===== src/rtl/pe_pkg.sv =====
// Package for the PE row sequencer.
// Holds the sequencer state encoding, the default geometry (samples per block and
// PE row drain latency), and the two-pass signed coefficient table.
// Pass 0 row is the sum pass, pass 1 row is the difference pass.

package pe_pkg;

    typedef enum logic [1:0] {
        StIdle,
        StLoad,
        StStream,
        StDrain
    } state_t;

    localparam int unsigned N_DEFAULT        = 8;
    localparam int unsigned PIPE_LAT_DEFAULT = 4;
    localparam int unsigned COEF_WIDTH       = 8;
    localparam int unsigned COEF_IDX_W       = $clog2(N_DEFAULT);

    // COEF[pass][column]
    localparam logic signed [COEF_WIDTH-1:0] COEF [2][N_DEFAULT] = '{
        '{8'sd3, -8'sd5, 8'sd7, -8'sd11, 8'sd13, -8'sd17, 8'sd19, -8'sd23},
        '{8'sd2, 8'sd4, -8'sd6, 8'sd8, -8'sd10, 8'sd12, -8'sd14, 8'sd16}
    };

    // Columns beyond the table read as zero so a wider N still elaborates.
    function automatic logic signed [COEF_WIDTH-1:0] coef_lookup(input logic pass,
                                                                 input int unsigned idx);
        logic signed [COEF_WIDTH-1:0] value;
        value = '0;
        if (idx < N_DEFAULT) begin
            value = COEF[pass][idx[COEF_IDX_W-1:0]];
        end
        return value;
    endfunction

endpackage


===== src/rtl/pe_row_sequencer_if.sv =====
// Sample stream and PE row bus of the PE row sequencer.
//   s_valid / s_ready / s_data : input sample handshake (into the sequencer)
//   pe_x / pe_valid            : sample to the PE row and its qualifier
//   pe_z                       : partial-sum seed (constant zero)
//   pe_coefficient / pe_load   : serial coefficient bus and its shift-load strobe
//   pe_sumDiffSel              : 0 = sum pass, 1 = difference pass
// master = sequencer side, slave = sample source / PE row side.

interface pe_row_sequencer_if #(
    parameter int unsigned DATA_WIDTH = 8
) ();

    logic                  s_valid;
    logic                  s_ready;
    logic [DATA_WIDTH-1:0] s_data;
    logic [DATA_WIDTH-1:0] pe_x;
    logic [DATA_WIDTH-1:0] pe_z;
    logic [DATA_WIDTH-1:0] pe_coefficient;
    logic                  pe_sumDiffSel;
    logic                  pe_load;
    logic                  pe_valid;

    modport master (
        input  s_valid,
        input  s_data,
        output s_ready,
        output pe_x,
        output pe_z,
        output pe_coefficient,
        output pe_sumDiffSel,
        output pe_load,
        output pe_valid
    );

    modport slave (
        output s_valid,
        output s_data,
        input  s_ready,
        input  pe_x,
        input  pe_z,
        input  pe_coefficient,
        input  pe_sumDiffSel,
        input  pe_load,
        input  pe_valid
    );

endinterface


===== src/rtl/pe_coef_rom.sv =====
// Coefficient ROM with a registered read port.
// Ports:
//   clk, rst : clock and synchronous active-high reset (clears the output)
//   rd_en    : read strobe; when low the registered output returns to zero
//   pass     : table row (0 = sum, 1 = difference)
//   idx      : table column
//   rdata    : registered, sign-extended coefficient

module pe_coef_rom
    import pe_pkg::*;
#(
    parameter int unsigned DATA_WIDTH = 8,
    parameter int unsigned IDX_W      = 3
) (
    input  logic                  clk,
    input  logic                  rst,
    input  logic                  rd_en,
    input  logic                  pass,
    input  logic [IDX_W-1:0]      idx,
    output logic [DATA_WIDTH-1:0] rdata
);

    logic [DATA_WIDTH-1:0] rdata_d;
    logic [DATA_WIDTH-1:0] rdata_q;

    always_comb begin
        rdata_d = '0;
        if (rd_en) begin
            rdata_d = DATA_WIDTH'(coef_lookup(pass, 32'(idx)));
        end
    end

    always_ff @(posedge clk) begin
        if (rst) begin
            rdata_q <= '0;
        end else begin
            rdata_q <= rdata_d;
        end
    end

    assign rdata = rdata_q;

endmodule


===== src/rtl/pe_row_sequencer.sv =====
// PE row sequencer.
// A block runs two passes over N samples. Each pass loads N coefficients serially
// into the PE columns, streams N samples into the row, then waits PIPE_LAT cycles
// for the row to drain. Pass 0 takes samples from the input handshake and keeps a
// copy; pass 1 replays that copy without stalls. done_o pulses once per block.
// Ports:
//   clk, rst : clock and synchronous active-high reset
//   start_i  : one-cycle block start, honoured only when idle
//   bus      : sample handshake and PE row bus (master side)
//   busy_o   : high while a block is in progress (registered)
//   done_o   : one-cycle block-complete pulse (registered)

module pe_row_sequencer
    import pe_pkg::*;
#(
    parameter int unsigned DATA_WIDTH = 8,
    parameter int unsigned N          = N_DEFAULT,
    parameter int unsigned PIPE_LAT   = PIPE_LAT_DEFAULT
) (
    input  logic               clk,
    input  logic               rst,
    input  logic               start_i,
    pe_row_sequencer_if.master bus,
    output logic               busy_o,
    output logic               done_o
);

    localparam int unsigned CNT_MAX = (N > PIPE_LAT) ? N : PIPE_LAT;
    localparam int unsigned CNT_W   = $clog2(CNT_MAX + 1);
    localparam int unsigned IDX_W   = (N > 1) ? $clog2(N) : 1;

    localparam logic [CNT_W-1:0] LAST_SAMPLE = CNT_W'(N - 1);
    localparam logic [CNT_W-1:0] LAST_DRAIN  = CNT_W'(PIPE_LAT - 1);

    state_t           state_q, state_d;
    logic             pass_q, pass_d;
    logic [CNT_W-1:0] cnt_q, cnt_d;
    logic [IDX_W-1:0] idx;

    logic [DATA_WIDTH-1:0] buffer_q [N];
    logic                  buf_we;

    logic                  s_ready;
    logic                  handshake;
    logic                  advance;

    logic [DATA_WIDTH-1:0] pe_x_q, pe_x_d;
    logic                  pe_load_q, pe_load_d;
    logic                  pe_valid_q, pe_valid_d;
    logic                  pe_sel_q;
    logic                  busy_q;
    logic                  done_q, done_d;
    logic [DATA_WIDTH-1:0] pe_coef;

    // Sample and coefficient index; the counter is wider only to cover DRAIN.
    assign idx = cnt_q[IDX_W-1:0];

    // s_ready is decoded straight from registered state so the source sees it
    // in the same cycle the sequencer is able to take a sample.
    assign s_ready   = (state_q == StStream) && !pass_q;
    assign handshake = bus.s_valid && s_ready;

    always_comb begin
        state_d    = state_q;
        pass_d     = pass_q;
        cnt_d      = cnt_q;
        pe_x_d     = pe_x_q;
        pe_load_d  = 1'b0;
        pe_valid_d = 1'b0;
        done_d     = 1'b0;
        buf_we     = 1'b0;
        advance    = 1'b0;

        unique case (state_q)
            StIdle: begin
                if (start_i) begin
                    state_d = StLoad;
                    pass_d  = 1'b0;
                    cnt_d   = '0;
                end
            end

            StLoad: begin
                pe_load_d = 1'b1;
                if (cnt_q == LAST_SAMPLE) begin
                    state_d = StStream;
                    cnt_d   = '0;
                end else begin
                    cnt_d = cnt_q + 1'b1;
                end
            end

            StStream: begin
                if (!pass_q) begin
                    if (handshake) begin
                        buf_we     = 1'b1;
                        pe_x_d     = bus.s_data;
                        pe_valid_d = 1'b1;
                        advance    = 1'b1;
                    end
                end else begin
                    pe_x_d     = buffer_q[idx];
                    pe_valid_d = 1'b1;
                    advance    = 1'b1;
                end
                if (advance) begin
                    if (cnt_q == LAST_SAMPLE) begin
                        state_d = StDrain;
                        cnt_d   = '0;
                    end else begin
                        cnt_d = cnt_q + 1'b1;
                    end
                end
            end

            StDrain: begin
                if (cnt_q == LAST_DRAIN) begin
                    cnt_d = '0;
                    if (!pass_q) begin
                        pass_d  = 1'b1;
                        state_d = StLoad;
                    end else begin
                        pass_d  = 1'b0;
                        state_d = StIdle;
                        done_d  = 1'b1;
                    end
                end else begin
                    cnt_d = cnt_q + 1'b1;
                end
            end

            default: begin
                state_d = StIdle;
            end
        endcase
    end

    always_ff @(posedge clk) begin
        if (rst) begin
            state_q    <= StIdle;
            pass_q     <= 1'b0;
            cnt_q      <= '0;
            pe_x_q     <= '0;
            pe_load_q  <= 1'b0;
            pe_valid_q <= 1'b0;
            pe_sel_q   <= 1'b0;
            busy_q     <= 1'b0;
            done_q     <= 1'b0;
        end else begin
            state_q    <= state_d;
            pass_q     <= pass_d;
            cnt_q      <= cnt_d;
            pe_x_q     <= pe_x_d;
            pe_load_q  <= pe_load_d;
            pe_valid_q <= pe_valid_d;
            pe_sel_q   <= pass_q;
            busy_q     <= (state_q != StIdle);
            done_q     <= done_d;
        end
    end

    // Sample buffer is plain storage; contents are always written before use.
    always_ff @(posedge clk) begin
        if (buf_we) begin
            buffer_q[idx] <= bus.s_data;
        end
    end

    // The ROM output register sits at the same stage as pe_load_q, keeping the
    // coefficient and its strobe aligned.
    pe_coef_rom #(
        .DATA_WIDTH (DATA_WIDTH),
        .IDX_W      (IDX_W)
    ) u_coef_rom (
        .clk   (clk),
        .rst   (rst),
        .rd_en (state_q == StLoad),
        .pass  (pass_q),
        .idx   (idx),
        .rdata (pe_coef)
    );

    assign bus.s_ready        = s_ready;
    assign bus.pe_x           = pe_x_q;
    assign bus.pe_z           = '0;
    assign bus.pe_coefficient = pe_coef;
    assign bus.pe_sumDiffSel  = pe_sel_q;
    assign bus.pe_load        = pe_load_q;
    assign bus.pe_valid       = pe_valid_q;
    assign busy_o             = busy_q;
    assign done_o             = done_q;

endmodule


===== src/flat_wrapper.sv =====
// flat-port wrapper written by rule: the top's interface ports become plain ports
module pe_row_sequencer_flat import pe_pkg::*;
#(
    parameter int unsigned DATA_WIDTH = 8,
    parameter int unsigned N          = N_DEFAULT,
    parameter int unsigned PIPE_LAT   = PIPE_LAT_DEFAULT
)
  (clk, rst, start_i, busy_o, done_o, bus_s_valid, bus_s_data, bus_s_ready, bus_pe_x, bus_pe_z, bus_pe_coefficient, bus_pe_sumDiffSel, bus_pe_load, bus_pe_valid);
  pe_row_sequencer_if #(.DATA_WIDTH(DATA_WIDTH)) bus_i ();
  input  logic clk;
  input  logic rst;
  input  logic start_i;
  output logic busy_o;
  output logic done_o;
  input wire logic [$bits(bus_i.s_valid)-1:0] bus_s_valid;
  input wire logic [$bits(bus_i.s_data)-1:0] bus_s_data;
  output wire logic [$bits(bus_i.s_ready)-1:0] bus_s_ready;
  output wire logic [$bits(bus_i.pe_x)-1:0] bus_pe_x;
  output wire logic [$bits(bus_i.pe_z)-1:0] bus_pe_z;
  output wire logic [$bits(bus_i.pe_coefficient)-1:0] bus_pe_coefficient;
  output wire logic [$bits(bus_i.pe_sumDiffSel)-1:0] bus_pe_sumDiffSel;
  output wire logic [$bits(bus_i.pe_load)-1:0] bus_pe_load;
  output wire logic [$bits(bus_i.pe_valid)-1:0] bus_pe_valid;
  assign bus_i.s_valid = bus_s_valid;
  assign bus_i.s_data = bus_s_data;
  assign bus_s_ready = bus_i.s_ready;
  assign bus_pe_x = bus_i.pe_x;
  assign bus_pe_z = bus_i.pe_z;
  assign bus_pe_coefficient = bus_i.pe_coefficient;
  assign bus_pe_sumDiffSel = bus_i.pe_sumDiffSel;
  assign bus_pe_load = bus_i.pe_load;
  assign bus_pe_valid = bus_i.pe_valid;
  pe_row_sequencer #(.DATA_WIDTH(DATA_WIDTH), .N(N), .PIPE_LAT(PIPE_LAT)) u_core (.clk(clk), .rst(rst), .start_i(start_i), .bus(bus_i), .busy_o(busy_o), .done_o(done_o));
endmodule

===== config.mk =====
export PLATFORM = sky130hd
export DESIGN_NAME = pe_row_sequencer_flat
export DESIGN_NICKNAME = d
export VERILOG_FILES = /design/src/rtl/pe_pkg.sv /design/src/rtl/pe_row_sequencer_if.sv /design/src/rtl/pe_coef_rom.sv /design/src/rtl/pe_row_sequencer.sv /design/src/flat_wrapper.sv
export SDC_FILE = /design/constraint.sdc
export NUM_CORES = 1
export LEC_CHECK = 0
export ABC_CLOCK_PERIOD_IN_PS = 1900
export CAP_MARGIN = 30
export CELL_PAD_IN_SITES_DETAIL_PLACEMENT = 2
export CELL_PAD_IN_SITES_GLOBAL_PLACEMENT = 2
export CORE_MARGIN = 2
export CORE_UTILIZATION = 30
export DETAILED_ROUTE_END_ITERATION = 10
export GPL_TIMING_DRIVEN = 1
export HOLD_SLACK_MARGIN = 0.05
export PLACE_DENSITY_LB_ADDON = 0.1
export SKIP_CTS_REPAIR_TIMING = 1
export SKIP_LAST_GASP = 1
export SYNTH_ARGS = -nofsm -noshare
export SYNTH_HDL_FRONTEND = slang
export SYNTH_SLANG_ARGS = --single-unit

===== constraint.sdc =====
create_clock -name clk -period 1.9 [get_ports clk]
set_input_delay 0.38 -clock clk [delete_from_list [all_inputs] [get_ports clk]]
set_output_delay 0.38 -clock clk [all_outputs]
set_load 0.01 [all_outputs]

Word-level counts from Yosys, hierarchy flattened
Memory sizes are Yosys's and may differ from the RTL's. A register that Yosys moved wholly into a read port is not among the register bits.
Index checks and enable logic that the tools add are counted.
- register bits after elaboration: 20
- RAM bits: 64
- input port bits: 12
- output and inout port bits: 30
- word-level logic and storage cells: 74
- memories: 1
- memories (memory ; words ; bits a word ; read ports ; clocked after Yosys merged registers in ; write ports ; RTL line ; source):
    u_core.buffer_q ; 8 ; 8 ; 1 ; 1 ; 1 ; pe_row_sequencer.sv:40 ; logic [DATA_WIDTH-1:0] buffer_q [N];
- add/sub/neg operators: 1
- order comparisons: 2
- equality and inequality tests: 10
- multiplexer cells: 31
- bitwise gates (word level): 6
- reduce and logical (&&, ||, !) cells: 14
- operators by type and width (kind ; count):
    $mux W64 ; 2
    $mux W57 ; 1
    $bmux W8 S3 ; 1
    $mux W4 ; 4
    $mux W8 ; 2
    $pmux W4 S4 ; 1
    $mux W1 ; 13
    $mux W2 ; 5
    $pmux W2 S4 ; 1
    $ne A2 B2 Y1 const B ; 3
    $reduce_bool A2 Y1 ; 3
    $reduce_and A5 Y1 ; 1
    $add A4 B1 Y4 const B ; 1
    $eq A2 B2 Y1 const B ; 2
    $eq A4 B2 Y1 const B ; 1
    $eq A4 B3 Y1 const B ; 1
    $ge A4 B4 Y1 const B ; 1
    $ne A2 B1 Y1 const B ; 2
    $not A1 Y1 ; 4
    $not A3 Y4 ; 1
    $reduce_and A2 Y1 ; 2
    $reduce_or A2 Y1 ; 2
    $reduce_and A3 Y1 ; 1
    $reduce_or A3 Y1 ; 1
    7 further kinds ; 8

Depth between registers and ports, before layout
- depth in word-level cells: 8
- mapped depth: 7
- gate-level depth less buffers: 7

Modules after synthesis
Synthesis repeated with hierarchy kept, for this count alone.
- cell total of the unflattened synthesis: 293
- area total of the unflattened synthesis: 3911.3 um2
- by module, submodules not included (module ; times used ; cells an instance ; area an instance (um2) ; seq. area each (um2)):
    pe_row_sequencer ; 1 ; 257 ; 3537.1 ; 2322.2
    pe_coef_rom ; 1 ; 36 ; 374.1 ; 120.1

Worst setup path before layout
Ideal clock, no wire load.
- kind: reg2reg
- from: register u_core.cnt_q[0]
- to: register u_core.u_coef_rom.rdata_q[4] (netlist: u_core.u_coef_rom.rdata[4])
- library setup time: 0.065 ns
- arrival: 1.719 ns
- required time: 1.835 ns
- slack: 0.116 ns
- cell stages (with the launch flop): 7
- buffers on the path: 2
- clock period less this slack: 1.784 ns
- cell sequence: dfxtp_1 -> buf_4 -> buf_4 -> inv_1 -> ha_1 -> mux4_2 -> nor2_1
- word-level cells in the longest chain between the ends: 4
- RTL lines (what ; RTL line ; source):
    from (decl) ; pe_row_sequencer.sv:37 ; logic [CNT_W-1:0] cnt_q, cnt_d;
    from (signal assigned) ; pe_row_sequencer.sv:152 ; cnt_q <= cnt_d;
    $not A3 Y4 (implied by the code) ; pe_pkg.sv:32 ; value = COEF[pass][idx[COEF_IDX_W-1:0]];
    $bmux W8 S3 ; pe_pkg.sv:32 ;
    $mux W8 (implied by the code) (2 in a row) ; pe_pkg.sv:32 ;
    to (signal assigned) ; pe_coef_rom.sv:37 ; rdata_q <= rdata_d;
    to (decl) ; pe_coef_rom.sv:24 ; logic [DATA_WIDTH-1:0] rdata_q;
Every way passes these cells. The select of a mux whose other input is x is not followed.
A chain may end at the register's enable or synchronous reset.

Worst setup path after layout
- from: register u_core.state_q[0]
- to: register u_core.state_q[0]
- word-level cells in the longest chain between the ends: 8
- elaborated cells between the ends (all ways): 16
- classes of those cells: 8 x eq/ne; 4 x mux; 4 x reduce/logical
- RTL lines (what ; RTL line ; source):
    from (decl) ; pe_row_sequencer.sv:35 ; state_t state_q, state_d;
    from (signal assigned) ; pe_row_sequencer.sv:140 ; state_q <= StIdle;
    from (signal assigned) ; pe_row_sequencer.sv:150 ; state_q <= state_d;
    $eq A2 B2 Y1 ; pe_row_sequencer.sv:60, pe_row_sequencer.sv:74 ;
    $logic_and A1 B1 Y1 ; pe_row_sequencer.sv:60 ; assign s_ready = (state_q == StStream) && !pass_q;
    $logic_and A1 B1 Y1 ; pe_row_sequencer.sv:61 ; assign handshake = bus.s_valid && s_ready;
    $mux W1 ; pe_row_sequencer.sv:95 ; if (handshake) begin
    $mux W1 ; pe_row_sequencer.sv:94 ; if (!pass_q) begin
    $mux W1 ; pe_row_sequencer.sv:74 ; unique case (state_q)
    $ne A2 B2 Y1 (no source line) ; n/a ;
    $reduce_and A5 Y1 (no source line) ; n/a ;
Several ways; a longest one is shown, not always the timed one. The select of a mux whose other input is x is not followed.

==> key figures <==
STA
  – RSZ-0062 raised after global routing: false
  – # setup viols final: 0
  – Slew margin rel.: 64.4%
  – Endpoints failing hold: 0
  – Period utilization: between 90% and 100%
  – Post-layout minimum cycle time: about 1800 ps
  – Worst Tran Pin Value: between 500 and 600 ps
  – Max-slew violations: 0
  – Skew final: between 6 and 7 ps
  – Fmax: 557 MHz

Die
  – Starting Density: a little under a third
  – Die Ht: 119 um
  – Area of the core: about 13000 um2
  – Chip Width: ~120 um
  – Row cnt: 42
  – I/O pins: 42
  – Die area: 14200 um2

Logic synthesis
  – Synth Instances: between 300 and 400
  – Mean Syn Cell Area: between 10 and 15 um2
  – Post-synthesis cell type count: 45
  – EDFF count, synth: 64
  – Synth top area share: approximately half
  – Yosys warns: 0
  – Synth Flop Type: edfxtp_1
  – Yosys reg bits: 90
  – Area leader, netlist: edfxtp_1
  – Asr flop ratio synth: 0%
  – Sequential fraction of the synthesis area: 61.4%
  – Count leader, synth: edfxtp_1
  – Post-synth top cells: edfxtp_1, mux2i_1, nor2_1, dfxtp_1, o22ai_1
  – Synth area leaders: edfxtp_1, dfxtp_1, mux2i_1
  – Synthesized cell area: 3980 um2

Drt
  – Pre-Repair DR Iteration Count: 6
  – Met2 routed WL: 5660 um
  – Detailed Route WL: about 12000 um
  – Via count: 2624
  – Remaining antenna violation count: 0
  – DR top layer: met4
  – Drt initial violations: ~110
  – WL per Instance: approximately 21 um
  – Wire length on met3: approximately 280 um
  – DRC: 0
  – WL met1: about 5600 um
  – Via density: between 4 and 5

Run status
  – Outcome: finished clean

Clock network
  – H-tree Lvls: 3
  – Clk_lat worst skew: roughly 350 ps
  – TritonCTS clock tree: yes
  – Clk sink count: 90
  – Clock buffer depth: 2
  – Clock Tree Root: clkbuf_16
  – CTS buffer count: 9
  – CTS clock-pin slew for the worst setup and hold paths: 70 ps

Pwr
  – Total power: 5720 uW
  – Part of the power in the clock network: ~34%
  – Sequential power share: approximately two fifths
  – Max IR drop VDD: 0.000449 V
  – Sw Ratio: between 20% and 30%
  – Comb power frac: a little over a quarter
  – Pwr dens: approximately 1200 nW/um2
  – Pleak: approximately 0.0017 uW
  – Net Sw Power: roughly 1700 uW
  – P_int: ~4000 uW

Final layout
  – Final Util: 38.0%
  – # diodes: 0
  – Fillers: 1339
  – Layout cells sized above 1: 15.8%
  – Final nets: between 300 and 400
  – Layout area overhead: 25.1%

Setup path
  – CP endpoint: u_core.state_q[0]
  – R2R setup slack: 100 ps
  – Setup crit start: u_core.state_q[0]
  – Reg2reg start: u_core.state_q[0]
  – CP Launch Type: flop
  – Critical path fanouts, max: 11
  – Worst EP required: 2160 ps
  – Crit. End Element: flop
  – Critical path class: reg -> reg
  – R2R depth: 7
  – CP arrival: a little over 2000 ps
  – Reg2Reg Capture Point: u_core.state_q[0]

GRT
  – First-pass GRT wire length: between 15000 and 20000 um
  – Total gr overflow: 0
  – Largest net degree at the start of global routing: 27
  – GR Util All Layers: between 15 and 20%
  – Vias in the first global route: roughly 2800
  – Initial antenna violation count: 0

Place
  – Detail Placement HPWL: approximately 8400 um
  – Input/output buffers: 33
  – RePlAce Congestion: 0.751

Run
  – Max Cap Viol: 0

Worst hold path
  – Worst hold path class: reg -> reg
==> layout make-up <==
class	instances	area [um2]	share of cell area (%)
clock buffer	12	236	4.76
clock inverter	4	76.3	1.53
inverter	10	37.5	0.755
multi-input combinational	194	1370	27.6
sequential	90	2440	49.2
tap	176	220	4.43
timing repair buffer	63	583	11.7
==> per-stage QoR <==
| stage | std cells | hold WS [ps] | setup slack, ps | area, um2 | TNS, ps |
|---|---|---|---|---|---|
| floorplan | 320 | 469 | 116 | 4000 | 0 |
| global placement | 533 | 517 | 28.8 | 4640 | 0 |
| detailed placement | 533 | 530 | 3.55 | 4640 | 0 |
| CTS | 549 | 547 | -274 | 4950 | -274 |
| global route | 549 | 616 | 1.00 | 4970 | 0 |
| finish | 549 | 553 | 103 | 4970 | 0 |
==> per-layer routing <==
layer	GRT usage, %	up-vias
met2	28.0	40
met3	3.30	8
li1	-	1250
met4	6.25	0
met5	0	-
met1	23.3	1326
==> power by group through the flow <==
stage	Sequential [uW]	Combinational, uW	Clock [uW]
global placement	2320	1480	0
global route	2300	1630	2050
CTS	2290	1510	1990
detailed placement	2330	1500	0
finish	2290	1500	1930
floorplan	2340	891	0
==> logic make-up after synthesis <==
kind of cell / after synthesis / share of synthesized area, %
adder cells (fa/ha/maj): 12 / 3.78
AND/OR/NAND/NOR: 74 / 9.66
buffers and inverters: 36 / 5.07
flip-flops: 90 / 61.4
other: 1 / 0.0943
AO/OA/AOI/OAI: 65 / 10.8
multiplexers: 35 / 9.13
==> worst min-delay path by stage <==
stage                                    end  slack (ps)  cells past startpoint             from
finish                       u_core.cnt_q[3]         550                      2  u_core.cnt_q[3]
global route                 u_core.cnt_q[3]         620                      2  u_core.cnt_q[3]
CTS                          u_core.cnt_q[3]         550                      2  u_core.cnt_q[3]
detailed placement           u_core.cnt_q[3]         530                      2  u_core.cnt_q[3]
global placement             u_core.cnt_q[3]         520                      2  u_core.cnt_q[3]
floorplan           u_core.bus.pe_sumDiffSel         470                      1              rst
==> state kept, by name, summed over array words and instances, names as in the netlist <==
name / count
u_core.buffer_q: 64
u_core.bus.pe_x: 8
u_core.u_coef_rom.rdata: 6
u_core.cnt_q: 4
u_core.state_q: 2
u_core.bus.pe_load: 1
u_core.bus.pe_sumDiffSel: 1
u_core.bus.pe_valid: 1
u_core.busy_o: 1
u_core.done_o: 1
u_core.pass_q: 1
==> worst max-delay path: stages, from the launching register on <==
cell and delay [ps]:
dfxtp_1 360, inv_1 80, ha_2 200, buf_4 190, or3_1 340, o311ai_2 130, o211ai_2 140, a221oi_2 260
==> cell usage in the layout, fill, tap and decap left out, types with 9 or more instances in the layout <==
master           Yosys  routed
a21oi_1             20      20
buf_4               14      28
clkbuf_16            0       9
clkdlybuf4s50_1      0      32
dfxtp_1             26      24
edfxtp_1            64      64
ha_1                12      10
mux2i_1             34      34
nand2b_1            11      11
nand3_1             13      12
nor2_1              30      30
o22ai_1             24      24
Note: power is estimated with default switching activity, not from simulation.
